===== config.mk =====
export PLATFORM = sky130hd
export DESIGN_NAME = encoder_sixteen_four_rr
export DESIGN_NICKNAME = d
export VERILOG_FILES = /design/src/rtl/encoder_sixteen_four_rr.sv
export SDC_FILE = /design/constraint.sdc
export NUM_CORES = 1
export LEC_CHECK = 0
export ABC_AREA = 0
export CAP_MARGIN = 10
export CELL_PAD_IN_SITES_DETAIL_PLACEMENT = 1
export CELL_PAD_IN_SITES_GLOBAL_PLACEMENT = 1
export CORE_ASPECT_RATIO = 1.75
export CORE_UTILIZATION = 28
export CTS_CLUSTER_DIAMETER = 150
export DETAILED_ROUTE_END_ITERATION = 16
export PLACE_DENSITY = 0.56
export RECOVER_POWER = 25
export SYNTH_ARGS = -nofsm -noshare
export SYNTH_HDL_FRONTEND = slang
export SYNTH_SLANG_ARGS = --single-unit

===== constraint.sdc =====
create_clock -name clk -period 4.6 [get_ports clk]
set_input_delay 0.92 -clock clk [delete_from_list [all_inputs] [get_ports clk]]
set_output_delay 0.92 -clock clk [all_outputs]
set_load 0.02 [all_outputs]

===== src/rtl/encoder_sixteen_four_rr.sv =====
// Sequential 16-to-4 round-robin encoder: drains a multi-hot pending set one index per handshake.
// Optional macro ENC_PEND_COUNT_EN adds a registered popcount output pend_cnt.
module encoder_sixteen_four_rr #(
  parameter int N_ENT = 16,
  parameter int IDX_W = 4
) (
  input  logic             clk,
  input  logic             rst,
  input  logic             clear,
  input  logic             req_load,
  input  logic [N_ENT-1:0] req_in,
  input  logic             idx_ready,
  output logic             idx_valid,
  output logic [IDX_W-1:0] idx_out,
  output logic [N_ENT-1:0] pending,
  output logic             idle
`ifdef ENC_PEND_COUNT_EN
  ,
  output logic [IDX_W:0]   pend_cnt
`endif
);

  logic [N_ENT-1:0] r_pending;
  logic             r_idx_valid;
  logic [IDX_W-1:0] r_idx_out;
  logic [IDX_W-1:0] r_rr_ptr;

  logic             w_accept;
  logic             w_load_out;
  logic [N_ENT-1:0] w_accept_mask;
  logic [N_ENT-1:0] w_pending_nx;
  logic [N_ENT-1:0] w_rot;
  logic             w_found;
  logic [IDX_W-1:0] w_offset;
  logic [IDX_W-1:0] w_pick;

  assign w_accept   = r_idx_valid & idx_ready;
  assign w_load_out = ~r_idx_valid | w_accept;

  // A same-cycle reload of the accepted bit wins because the OR is applied after the clear.
  assign w_pending_nx = (r_pending & ~w_accept_mask) | (req_load ? req_in : '0);

  // w_rot[k] is the request k places above rr_ptr; index arithmetic wraps mod 16.
  for (genvar gi = 0; gi < N_ENT; gi++) begin : g_rot
    logic [IDX_W-1:0] w_src;
    assign w_accept_mask[gi] = w_accept && (r_idx_out == IDX_W'(gi));
    assign w_src             = r_rr_ptr + IDX_W'(gi);
    assign w_rot[gi]         = w_pending_nx[w_src];
  end

  assign w_found = |w_rot;

  always_comb begin
    w_offset = '0;
    for (int i = N_ENT - 1; i >= 0; i--) begin
      if (w_rot[i]) w_offset = IDX_W'(i);
    end
  end

  assign w_pick = r_rr_ptr + w_offset;

  always_ff @(posedge clk) begin
    if (rst) begin
      r_pending   <= '0;
      r_idx_valid <= 1'b0;
      r_idx_out   <= '0;
      r_rr_ptr    <= '0;
    end else if (clear) begin
      r_pending   <= '0;
      r_idx_valid <= 1'b0;
      r_idx_out   <= '0;
    end else begin
      r_pending <= w_pending_nx;
      if (w_load_out) begin
        r_idx_valid <= w_found;
        if (w_found) begin
          r_idx_out <= w_pick;
          r_rr_ptr  <= w_pick + IDX_W'(1);
        end
      end
    end
  end

`ifdef ENC_PEND_COUNT_EN
  logic [IDX_W:0] w_cnt_nx;
  logic [IDX_W:0] r_pend_cnt;

  always_comb begin
    w_cnt_nx = '0;
    for (int i = 0; i < N_ENT; i++) begin
      w_cnt_nx = w_cnt_nx + (IDX_W + 1)'(w_pending_nx[i]);
    end
  end

  always_ff @(posedge clk) begin
    if (rst || clear) r_pend_cnt <= '0;
    else              r_pend_cnt <= w_cnt_nx;
  end

  assign pend_cnt = r_pend_cnt;
`endif

  assign idx_valid = r_idx_valid;
  assign idx_out   = r_idx_out;
  assign pending   = r_pending;
  assign idle      = (r_pending == '0) && !r_idx_valid;

endmodule


# == After elaboration in Yosys (flattened, before gate mapping) ==
# Cells that the tools add are included.
# totals
word_cells,132
out_inout_bits,22
ff_bits,25
in_bits,21
# classes
n_reduce_logical,24
n_mux,49
order_cmp,16
addsub,17
n_bitwise,7
eq_ne,15
# ops
cell,count
"less-than comparator 4 x 5 -> 1 bit, second input constant",16
binary-select mux 1 bit (select 4 bit),16
two-way mux 4 bit,16
"adder 4 bit, second input constant",8
"equality test 4 bit, second input constant",8
logical AND 1 bit,17
"adder 4 x 3 -> 4 bit, second input constant",4
bitwise AND 16 bit,1
"equality test 4 x 3 -> 1 bit, second input constant",4
logical NOT 16 bit,1
two-way mux 1 bit,16
two-way mux 16 bit,1
inverter 16 bit,1
bitwise OR 16 bit,1
OR reduction 16 bit,1
"adder 4 x 1 -> 4 bit, second input constant",2
"adder 4 x 2 -> 4 bit, second input constant",2
"equality test 4 x 2 -> 1 bit, second input constant",2
adder 4 bit,1
"equality test 4 x 1 -> 1 bit, second input constant",1
logical NOT 4 bit,1
AND reduction 3 bit,1
inverter 1 bit,2
AND reduction 2 bit,1
other kinds (4),4

# == Longest topological paths before layout ==
# Gate-level depths: netlist of the first run.
# depth
word_depth,25
depth_mapped,20
mapped_depth_nobuf,19

# == Worst setup path after synthesis of the first run ==
# Ideal clock, no wire load.
# synth_timing
kind,register to register
start,reg r_rr_ptr[1]
end,reg r_rr_ptr[3]
stages_incl_launch_ff,16
t_required_ps,4513
synth_period_minus_slack_ps,4679
path_slack_ps,-79
setup_ps,87
n_path_buf,2
t_arrival_ps,4592
cell_sequence,dfxtp_1 > clkinv_1 > ha_1 > buf_2 > buf_1 > mux4_2 > mux4_2 > o31a_1 > o211ai_1 > a31oi_1 > fa_1 > xor2_1 > nand3_1 > xor2_1 > xnor2_1 > o31ai_1
# synth_between
elab_chain_cells,21
# synth_lines
item,line,source
from (decl),26,logic [IDX_W-1:0] r_rr_ptr;
from (signal assigned),78,r_rr_ptr <= w_pick + IDX_W'(1);
adder 4 bit,47,assign w_src = r_rr_ptr + IDX_W'(gi);
binary-select mux 1 bit (select 4 bit),48,assign w_rot[gi] = w_pending_nx[w_src];
two-way mux 1 bit (implied by the code),48,
two-way mux 4 bit (16 in a row),56,if (w_rot[i]) w_offset = IDX_W'(i);
adder 4 bit,60,assign w_pick = r_rr_ptr + w_offset;
adder 4 x 1 -> 4 bit,78,
# Several ways; a longest one is shown, not always the timed one. The select of a mux whose other input is x is not followed.
# A chain may end at the register's enable or synchronous reset.

# == Worst setup path after layout of the first run ==
# layout_timing
start,in idx_ready
end,reg r_rr_ptr[3]
# layout_between
elab_chain_cells,25
# layout_lines
item,line,source
from (decl),12,"input logic idx_ready,"
bitwise AND 1 bit (*),37,assign w_accept = r_idx_valid & idx_ready;
logical AND 1 bit,46,assign w_accept_mask[gi] = w_accept && (r_idx_out == IDX_W'(gi));
inverter 16 bit (*),41,assign w_pending_nx = (r_pending & ~w_accept_mask) | (req_load ? req_in : '0);
bitwise AND 16 bit (*),41,
bitwise OR 16 bit (*),41,
binary-select mux 1 bit (select 4 bit),48,
two-way mux 1 bit (implied by the code),48,
two-way mux 4 bit (15 in a row),56,
two-way mux 4 bit (*),56,
adder 4 bit (*),60,
net w_pick[1],35,logic [IDX_W-1:0] w_pick;
adder 4 x 1 -> 4 bit (*),78,
# The timed path passes the listed nets; every way through them passes the cells marked *. The select of a mux whose other input is x is not followed.

==> results of run 1 <==
-- metrics by stage --
stage / cells / worst slack [ns] / TNS [ns] / utilization / area, um^2
after floorplan: 301 / 0.0924 / 0 / - / 2870
after global placement: 544 / -0.819 / -4.00 / 0.409 / 4060
after detailed placement: 544 / -0.962 / -4.62 / 0.409 / 4060
after CTS: 560 / 0.00613 / 0 / 0.442 / 4380
after global routing: 562 / -0.0552 / -0.0875 / 0.454 / 4500
final: 562 / 0.0765 / 0 / 0.454 / 4500
-- worst max-delay path, cell delays in order --
cell      delay (ns)
buf_12          0.09
nand4_1         0.13
buf_4           0.21
o21ai_2         0.19
nand2_1         0.12
mux4_2          0.51
mux4_2          0.53
o31a_1          0.26
o211ai_1        0.23
a31oi_2         0.14
buf_4           0.16
fa_2            0.60
nand3_2         0.10
xor2_2          0.16
xnor2_1         0.13
o31ai_1         0.22
-- how the worst max path moves through the flow --
stage	startpoint	to	slack (ns)	cells after the start
after floorplan	req_load	r_rr_ptr[3]$_SDFFE_PP0P_	0.09	17
after global placement	idx_ready	idx_out[3]$_SDFFE_PP0P_	-0.82	19
after detailed placement	idx_ready	r_rr_ptr[3]$_SDFFE_PP0P_	-0.96	17
after CTS	idx_ready	r_rr_ptr[3]$_SDFFE_PP0P_	0.006	17
after global routing	idx_ready	r_rr_ptr[3]$_SDFFE_PP0P_	-0.06	17
final	idx_ready	r_rr_ptr[3]$_SDFFE_PP0P_	0.08	16
-- registers in the layout, summed over array words and instances (netlist names) --
register	flops
pending	16
idx_out	4
r_rr_ptr	4
idx_valid	1
-- layout make-up --
| cell class | count | area share |
|---|---|---|
| clock inverters | 1 | 0.00111 |
| repair buffers | 143 | 0.267 |
| multi-input cells | 259 | 0.565 |
| flip-flops and latches | 25 | 0.111 |
| inverters | 6 | 0.00500 |
| clock buffers | 3 | 0.0167 |
| well taps | 125 | 0.0347 |
-- synthesized netlist by cell type (all sizes together), types with 5 or more instances --
cell type   n  share of area
ha         12          0.052
a21oi      10          0.017
dfxtp      25           0.17
mux2i       8          0.028
nor4        6          0.018
xnor2       8          0.024
nor2       33          0.043
mux4       30           0.24
a221oi      8          0.038
nand2      33          0.043
xor2        7          0.021
buf         7          0.013
a21boi      5          0.013
o21ai      10          0.017
inv         5         0.0065
and2       11          0.024
nand3      14          0.026
nand4       6          0.013
nand2b     11          0.027
-- what timing repair did --
item                       4_1_cts  5_1_grt
hold endpoints to repair         0        0
pin swaps                       29       27
setup endpoints to repair        6        5
buffers inserted                12        2
resized for setup               46       27
-- power by group through the flow --
stage / Combinational (mW) / Sequential [mW] / Clock (mW)
CTS: 2.71 / 0.284 / 0.202
global placement: 2.44 / 0.286 / 0
detailed placement: 2.50 / 0.287 / 0
floorplan: 1.50 / 0.307 / 0
finish: 2.91 / 0.284 / 0.195
global route: 3.11 / 0.288 / 0.208
-- layer usage --
layer	vias to the layer above	routed length [um]	track usage
met4	0	601	0.124
met1	1497	4120	0.232
met2	86	6400	0.438
met3	31	283	0.0107
li1	1441	-	-
met5	-	0	0
-- cell families (layout without fill, tap and decap cells) --
kind of cell	after synthesis	count (layout)	share of synthesized area
simple gates	131	131	0.254
buf+inv	17	153	0.0262
compound gates	61	61	0.172
xor+xnor	15	15	0.0459
mux	39	39	0.268
fa+ha+maj	13	13	0.0594
flops	25	25	0.175
-- cell usage in the layout (no fill, tap or decap), drive strengths merged, types with 11 or more instances in the layout --
master / Yosys / routed
nand2: 33 / 33
and2: 11 / 11
nor2: 33 / 33
ha: 12 / 12
clkdlybuf4s50: 0 / 34
nand3: 14 / 14
mux4: 30 / 30
buf: 7 / 103
dfxtp: 25 / 25
nand2b: 11 / 11
==> run_summary.xml, run 1 <==
<?xml version="1.0" encoding="UTF-8"?>
<metrics>
  <group name="clock_tree">
    <metric name="cts_inserted_buffers" unit="">3</metric>
    <metric name="clk_latency" unit="ns">0.26</metric>
    <metric name="cts_hold_repair.buffers" unit="">0</metric>
    <metric name="ctsHtreeMaxLevel" unit="">1</metric>
    <metric name="numClockSinks" unit="">25</metric>
    <metric name="tritoncts_clock_tree" unit="">built</metric>
    <metric name="clock_pin_transition_on_the_worst_setup_and_hold_timing_paths" unit="ns">0.06</metric>
    <metric name="clock_tree.buffer_depth" unit="">2</metric>
    <metric name="cts.root.buffer_cell" unit="">clkbuf_16</metric>
  </group>
  <group name="power_and_ir_drop">
    <metric name="power.density" unit="nW/um^2">754</metric>
    <metric name="power.leakage" unit="nW">1.80</metric>
    <metric name="max-vdd-ir-drop" unit="mV">0.387</metric>
    <metric name="intPower" unit="mW">1.90</metric>
    <metric name="net-switching-power" unit="mW">1.50</metric>
    <metric name="combPwrFrac" unit="">0.859</metric>
    <metric name="total_power" unit="mW">3.39</metric>
    <metric name="netSwitchingFraction" unit="">0.441</metric>
    <metric name="seq_power_share" unit="">0.084</metric>
    <metric name="power.share.clock" unit="">0.058</metric>
  </group>
  <group name="place">
    <metric name="post-dp-hpwl" unit="um">9510</metric>
    <metric name="place.gp.congestion" unit="">0.863</metric>
    <metric name="port_buffers" unit="">42</metric>
  </group>
  <group name="logic_synthesis">
    <metric name="postSynthNetCount" unit="">335</metric>
    <metric name="yosys_most_used_dff" unit="">dfxtp_1</metric>
    <metric name="synth_cell_type_count" unit="">59</metric>
    <metric name="synth-edff-count" unit="">0</metric>
    <metric name="yosys_warnings" unit="">0</metric>
    <metric name="ys_seq_elements" unit="">25</metric>
    <metric name="synth_sequential_area_ratio" unit="">0.175</metric>
    <metric name="synthesis.instances" unit="">301</metric>
    <metric name="summed_instance_area_of_the_synthesized_netlist" unit="um^2">2870</metric>
    <metric name="average_cell_area_after_synthesis" unit="um^2">9.52</metric>
    <metric name="postSynth.asyncResetShare" unit="">0</metric>
  </group>
  <group name="routing">
    <metric name="routed_wire_length_per_instance" unit="um">20.3</metric>
    <metric name="drt-initial-drc-count" unit="">124</metric>
    <metric name="via_count" unit="">3055</metric>
    <metric name="totalWireLength" unit="um">11400</metric>
    <metric name="ant_nets" unit="">0</metric>
    <metric name="post-route-drc-count" unit="">0</metric>
    <metric name="drt-vias-per-instance" unit="">5.44</metric>
    <metric name="drt_pass1_iterations" unit="">4</metric>
  </group>
  <group name="setup_path">
    <metric name="critical_path_arrival" unit="ns">4.69</metric>
    <metric name="critical_path.reg2reg.endpoint" unit="">r_rr_ptr[3]$_SDFFE_PP0P_</metric>
    <metric name="critical_path_required" unit="ns">4.77</metric>
    <metric name="worst_setup_path_start_kind" unit="">primary input</metric>
    <metric name="path_class" unit="">in -&gt; reg</metric>
    <metric name="reg2reg_slack" unit="ns">0.12</metric>
    <metric name="setup.worst_path.end_class" unit="">flip-flop</metric>
    <metric name="critical_path_peak_fanout" unit="">6</metric>
    <metric name="crit-reg2reg-launch" unit="">idx_valid$_SDFFE_PP0N_</metric>
    <metric name="reg2regPathDepth" unit="">14</metric>
  </group>
  <group name="global_route">
    <metric name="grt_pass1_vias" unit="">3317</metric>
    <metric name="grt_start_max_net_pins" unit="">22</metric>
    <metric name="grt_util_all_layers" unit="">0.224</metric>
    <metric name="antenna_found_initial" unit="">0</metric>
    <metric name="grt_pass1_wl" unit="um">17900</metric>
    <metric name="globalRoute.totalOverflow" unit="">0</metric>
  </group>
  <group name="floorplan">
    <metric name="floorplan.die.height" unit="um">136</metric>
    <metric name="die-width" unit="um">78.5</metric>
    <metric name="design.core.area" unit="um^2">9910</metric>
    <metric name="std_cell_rows" unit="">48</metric>
    <metric name="die_area" unit="um^2">10700</metric>
    <metric name="starting_density" unit="">0.289</metric>
    <metric name="number_of_top_level_pins" unit="">43</metric>
  </group>
  <group name="final_layout">
    <metric name="multi_input_area" unit="um^2">2540</metric>
    <metric name="layout-drive-gt1-share" unit="">0.453</metric>
    <metric name="diodes" unit="">0</metric>
    <metric name="fin_nets" unit="">472</metric>
    <metric name="fillerInstances" unit="">1158</metric>
    <metric name="areaGrowthSynthToFinish" unit="%">57.1</metric>
    <metric name="ff_latch_area" unit="um^2">500</metric>
  </group>
  <group name="sta">
    <metric name="finalHoldViolCount" unit="">0</metric>
    <metric name="timing.final.crit_share" unit="">0.983</metric>
    <metric name="timing.final.max_slew_violations" unit="">0</metric>
    <metric name="final_period_minus_worst_setup_slack" unit="ns">4.52</metric>
    <metric name="unrepaired_setup_endpoints_after_global_routing" unit="">true</metric>
    <metric name="final.hold.worst_slack" unit="ns">0.595</metric>
    <metric name="max-slew-margin-rel" unit="">0.523</metric>
    <metric name="max_clock_freq" unit="MHz">221</metric>
    <metric name="max_slew.worst_pin.slew" unit="ns">0.713</metric>
    <metric name="report.final.setup_viol" unit="">0</metric>
    <metric name="fin_worst_skew" unit="ns">0.00175</metric>
  </group>
  <group name="run">
    <metric name="maxCapViolations" unit="">0</metric>
  </group>
  <group name="min_path">
    <metric name="worst_hold_path_type" unit="">reg -&gt; reg</metric>
    <metric name="whs_path_depth" unit="">2</metric>
    <metric name="holdCritStartpoint" unit="">idx_out[2]$_SDFFE_PP0P_</metric>
    <metric name="hold-path-endpoint" unit="">idx_out[2]$_SDFFE_PP0P_</metric>
  </group>
  <group name="status">
    <metric name="outcome" unit="">finished clean</metric>
  </group>
</metrics>
Note: power is estimated with default switching activity, not from simulation.
==> run 2: changes to the inputs <==
--- a/config.mk
+++ b/config.mk
@@ -6,7 +6,6 @@
 export NUM_CORES = 1
 export LEC_CHECK = 0
 export ABC_AREA = 0
-export CAP_MARGIN = 10
 export CELL_PAD_IN_SITES_DETAIL_PLACEMENT = 1
 export CELL_PAD_IN_SITES_GLOBAL_PLACEMENT = 1
 export CORE_ASPECT_RATIO = 1.75
@@ -15,6 +14,7 @@
 export DETAILED_ROUTE_END_ITERATION = 16
 export PLACE_DENSITY = 0.56
 export RECOVER_POWER = 25
+export SLEW_MARGIN = 20
 export SYNTH_ARGS = -nofsm -noshare
 export SYNTH_HDL_FRONTEND = slang
 export SYNTH_SLANG_ARGS = --single-unit
==> results of run 2 <==
Same layout as run 1: the final DEF is identical, and so are final timing and power.
==> run 3: changes to the inputs <==
--- a/config.mk
+++ b/config.mk
@@ -5,14 +5,14 @@
 export SDC_FILE = /design/constraint.sdc
 export NUM_CORES = 1
 export LEC_CHECK = 0
-export ABC_AREA = 0
+export ABC_AREA = 1
 export CELL_PAD_IN_SITES_DETAIL_PLACEMENT = 1
 export CELL_PAD_IN_SITES_GLOBAL_PLACEMENT = 1
 export CORE_ASPECT_RATIO = 1.75
 export CORE_UTILIZATION = 28
 export CTS_CLUSTER_DIAMETER = 150
 export DETAILED_ROUTE_END_ITERATION = 16
-export PLACE_DENSITY = 0.56
+export PLACE_DENSITY = 0.62
 export RECOVER_POWER = 25
 export SLEW_MARGIN = 20
 export SYNTH_ARGS = -nofsm -noshare
==> run 3 against run 2 <==
  * Critical path depth grew 15
  * Via count decreased by 1.6%
  * First-iteration DRC count decreased by 14%
  * Design area fell by 23%
  * Worst hold slack worse by 0.077 ns
==> run_summary.xml, run 3 <==
<?xml version="1.0" encoding="UTF-8"?>
<metrics>
  <group name="logic_synthesis">
    <metric name="yosys_most_used_dff" unit="">dfxtp_1</metric>
    <metric name="average_cell_area_after_synthesis" unit="um^2">6.12</metric>
    <metric name="synth-edff-count" unit="">0</metric>
    <metric name="synth_cell_type_count" unit="">31</metric>
    <metric name="postSynthNetCount" unit="">443</metric>
    <metric name="synth-compound-area-share" unit="">0.124</metric>
    <metric name="summed_instance_area_of_the_synthesized_netlist" unit="um^2">2500</metric>
    <metric name="post-synth-top-count-cell" unit="">nand3_1</metric>
    <metric name="post-synth-top-area-fraction" unit="">0.218</metric>
    <metric name="synth_sequential_area_ratio" unit="">0.200</metric>
    <metric name="ys_top_cells_by_count" unit="">nand3_1, nand2_1, inv_1, dfxtp_1, a21oi_1</metric>
    <metric name="yosys.area_share.simple" unit="">0.487</metric>
    <metric name="synth_xor_xnor_area_share" unit="">0.0345</metric>
    <metric name="synth_area_leader_cell" unit="">nand3_1</metric>
    <metric name="synthesis.instances" unit="">409</metric>
    <metric name="postSynth.asyncResetShare" unit="">0</metric>
    <metric name="synthMuxAreaShare" unit="">0</metric>
    <metric name="synth-adder-area-share" unit="">0.0680</metric>
    <metric name="yosys_warnings" unit="">0</metric>
    <metric name="synth_top_family_by_area" unit="">simple AND/OR/NAND/NOR gates</metric>
    <metric name="ys_seq_elements" unit="">25</metric>
    <metric name="synthTopCellsByArea" unit="">nand3_1, dfxtp_1, nand2_1</metric>
  </group>
  <group name="place">
    <metric name="placed_area" unit="um^2">3240</metric>
    <metric name="place.gp.congestion" unit="">0.865</metric>
    <metric name="post-dp-hpwl" unit="um">8380</metric>
    <metric name="port_buffers" unit="">42</metric>
  </group>
  <group name="floorplan">
    <metric name="die_area" unit="um^2">9330</metric>
    <metric name="die-width" unit="um">73.4</metric>
    <metric name="floorplan.die.height" unit="um">127</metric>
    <metric name="starting_density" unit="">0.288</metric>
    <metric name="std_cell_rows" unit="">45</metric>
    <metric name="number_of_top_level_pins" unit="">43</metric>
    <metric name="design.core.area" unit="um^2">8670</metric>
  </group>
  <group name="setup_path">
    <metric name="critPathMostFrequentCell" unit="">nand2_1</metric>
    <metric name="reg2reg_slack" unit="ns">0.65</metric>
    <metric name="critical-path-slowest-cell" unit="">clkdlybuf4s50_1</metric>
    <metric name="critical-path-max-stage-delay" unit="ns">0.50</metric>
    <metric name="critical_path_peak_fanout" unit="">16</metric>
    <metric name="setup.worst_path.end_class" unit="">flip-flop</metric>
    <metric name="timing.critical_path.from" unit="">req_load</metric>
    <metric name="crit-reg2reg-launch" unit="">r_rr_ptr[0]$_SDFFE_PP0P_</metric>
    <metric name="worst_setup_path_start_kind" unit="">primary input</metric>
    <metric name="critical_path_required" unit="ns">4.76</metric>
    <metric name="critical_path_arrival" unit="ns">4.38</metric>
    <metric name="path_class" unit="">in -&gt; reg</metric>
  </group>
  <group name="sta">
    <metric name="totalNegativeSetupSlack" unit="ns">0</metric>
    <metric name="max_slew.worst_pin.slew" unit="ns">0.535</metric>
    <metric name="unrepaired_setup_endpoints_after_global_routing" unit="">false</metric>
    <metric name="report.final.setup_viol" unit="">0</metric>
    <metric name="timing.final.crit_share" unit="">0.917</metric>
    <metric name="max-slew-margin-rel" unit="">0.641</metric>
    <metric name="final_period_minus_worst_setup_slack" unit="ns">4.22</metric>
    <metric name="fin_worst_skew" unit="ns">0.00389</metric>
    <metric name="finalHoldViolCount" unit="">0</metric>
    <metric name="max_clock_freq" unit="MHz">237</metric>
    <metric name="timing.final.max_slew_violations" unit="">0</metric>
  </group>
  <group name="clock_tree">
    <metric name="clock_pin_transition_on_the_worst_setup_and_hold_timing_paths" unit="ns">0.06</metric>
    <metric name="tritoncts_clock_tree" unit="">built</metric>
    <metric name="numClockSinks" unit="">25</metric>
    <metric name="clk_latency" unit="ns">0.26</metric>
    <metric name="cts_hold_repair.buffers" unit="">0</metric>
    <metric name="postCtsSetupBuffers" unit="">0</metric>
    <metric name="cts_inserted_buffers" unit="">3</metric>
    <metric name="cts.root.buffer_cell" unit="">clkbuf_16</metric>
    <metric name="clock_tree.buffer_depth" unit="">2</metric>
    <metric name="ctsHtreeMaxLevel" unit="">1</metric>
  </group>
  <group name="run">
    <metric name="maxCapViolations" unit="">0</metric>
  </group>
  <group name="global_route">
    <metric name="antenna_found_initial" unit="">0</metric>
    <metric name="globalRoute.totalOverflow" unit="">0</metric>
    <metric name="grt_pass1_vias" unit="">2981</metric>
    <metric name="grt_util_all_layers" unit="">0.214</metric>
    <metric name="grt_start_max_net_pins" unit="">24</metric>
    <metric name="grt_pass1_wl" unit="um">15000</metric>
  </group>
  <group name="final_layout">
    <metric name="areaGrowthSynthToFinish" unit="%">37.7</metric>
    <metric name="diodes" unit="">0</metric>
    <metric name="post-route-util" unit="">0.397</metric>
    <metric name="layout_common_cells" unit="">nand3_1, nand2_1, clkdlybuf4s50_1</metric>
    <metric name="layout-drive-gt1-share" unit="">0.215</metric>
    <metric name="flip_flop_count_of_the_largest_register_all_copies_and_words_added" unit="">16</metric>
    <metric name="most_frequent_standard_cell_in_the_layout_excluding_fill_and_tap_cells" unit="">nand3_1</metric>
    <metric name="postLayoutCellArea" unit="um^2">3440</metric>
    <metric name="fin_nets" unit="">509</metric>
  </group>
  <group name="routing">
    <metric name="ant_nets" unit="">0</metric>
    <metric name="drt_pass1_iterations" unit="">4</metric>
    <metric name="totalWireLength" unit="um">9790</metric>
    <metric name="routed_wire_length_per_instance" unit="um">16.6</metric>
    <metric name="drt-initial-drc-count" unit="">107</metric>
    <metric name="post-route-drc-count" unit="">0</metric>
    <metric name="drt-vias-per-instance" unit="">5.08</metric>
    <metric name="via_count" unit="">3005</metric>
  </group>
  <group name="power_and_ir_drop">
    <metric name="total_power" unit="mW">2.64</metric>
    <metric name="power.density" unit="nW/um^2">766</metric>
    <metric name="power.leakage" unit="nW">1.59</metric>
    <metric name="max-vdd-ir-drop" unit="mV">0.323</metric>
  </group>
  <group name="status">
    <metric name="outcome" unit="">finished clean</metric>
  </group>
  <group name="min_path">
    <metric name="holdCritStartpoint" unit="">pending[4]$_SDFF_PP0_</metric>
    <metric name="worst_hold_path_type" unit="">reg -&gt; reg</metric>
  </group>
</metrics>
[run 3: cell count changes after synthesis, sizes merged, moves of 14 or more]
cell   previous run  this run
a21oi            10        24
inv               5        39
mux4             30         0
nand2            33       111
nand3            14       114
[run 3: kinds of logic after synthesis]
| logic type | after synthesis |
|---|---|
| XOR/XNOR | 9 |
| AND/OR/NAND/NOR | 258 |
| adder cells (fa/ha/maj) | 13 |
| AO/OA/AOI/OAI | 51 |
| buffers and inverters | 53 |
| flip-flops | 25 |
[run 3: final timing paths]
| check | endpoint | depth (start not counted) |
|---|---|---|
| hold / removal | pending[4]$_SDFF_PP0_ | 2 |
| hold reg to reg | pending[4]$_SDFF_PP0_ | 2 |
| setup / recovery | r_rr_ptr[3]$_SDFFE_PP0P_ | 31 |
| setup reg to reg | r_rr_ptr[3]$_SDFFE_PP0P_ | 30 |
[run 3: timing repair]
| item | CTS | global route |
|---|---|---|
| endpoints found under the setup margin | 1 | 6 |
| cloned | 0 | 1 |
| resized for setup | 1 | 29 |
| pin swaps | 0 | 3 |
[run 3: critical path: cells and delay by family]
family          cells  cell delay, ns
simple gates       22            1.61
buf+inv             5            0.91
fa+ha+maj           2            0.63
compound gates      2            0.30
[run 3: final cells by class]
cell class                      instances  area [um^2]
Fill cell                            1161         5230
Multi-Input combinational cell        331         1900
Timing Repair Buffer                   71          653
Sequential cell                        25          500
Inverter                               42          163
Tap cell                              117          146
Clock buffer                            3         75.1
Clock inverter                          1         5.00
Timing Repair inverter                  1         5.00
[run 3: layer usage]
layer / routed length (um) / track usage
met1: 3660 / 0.207
met2: 5630 / 0.436
met3: 162 / 0.0189
met4: 333 / 0.0860
met5: 0 / 0
[run 3: stage by stage]
stage                     hold slack [ns]  instances  setup WS, ns
after global placement              0.502        586        -0.204
after detailed placement            0.512        586        -0.274
after CTS                           0.524        590        0.0439
after global routing                0.542        591        0.0309
final                               0.518        591         0.384
after floorplan                     0.577        409         0.714
[run 3: where the power goes]
part / leakage (nW) / switching, mW / internal (mW)
Combinational: 1.35 / 1.31 / 0.847
Sequential: 0.205 / 0.0405 / 0.249
Clock: 0.0409 / 0.0773 / 0.117
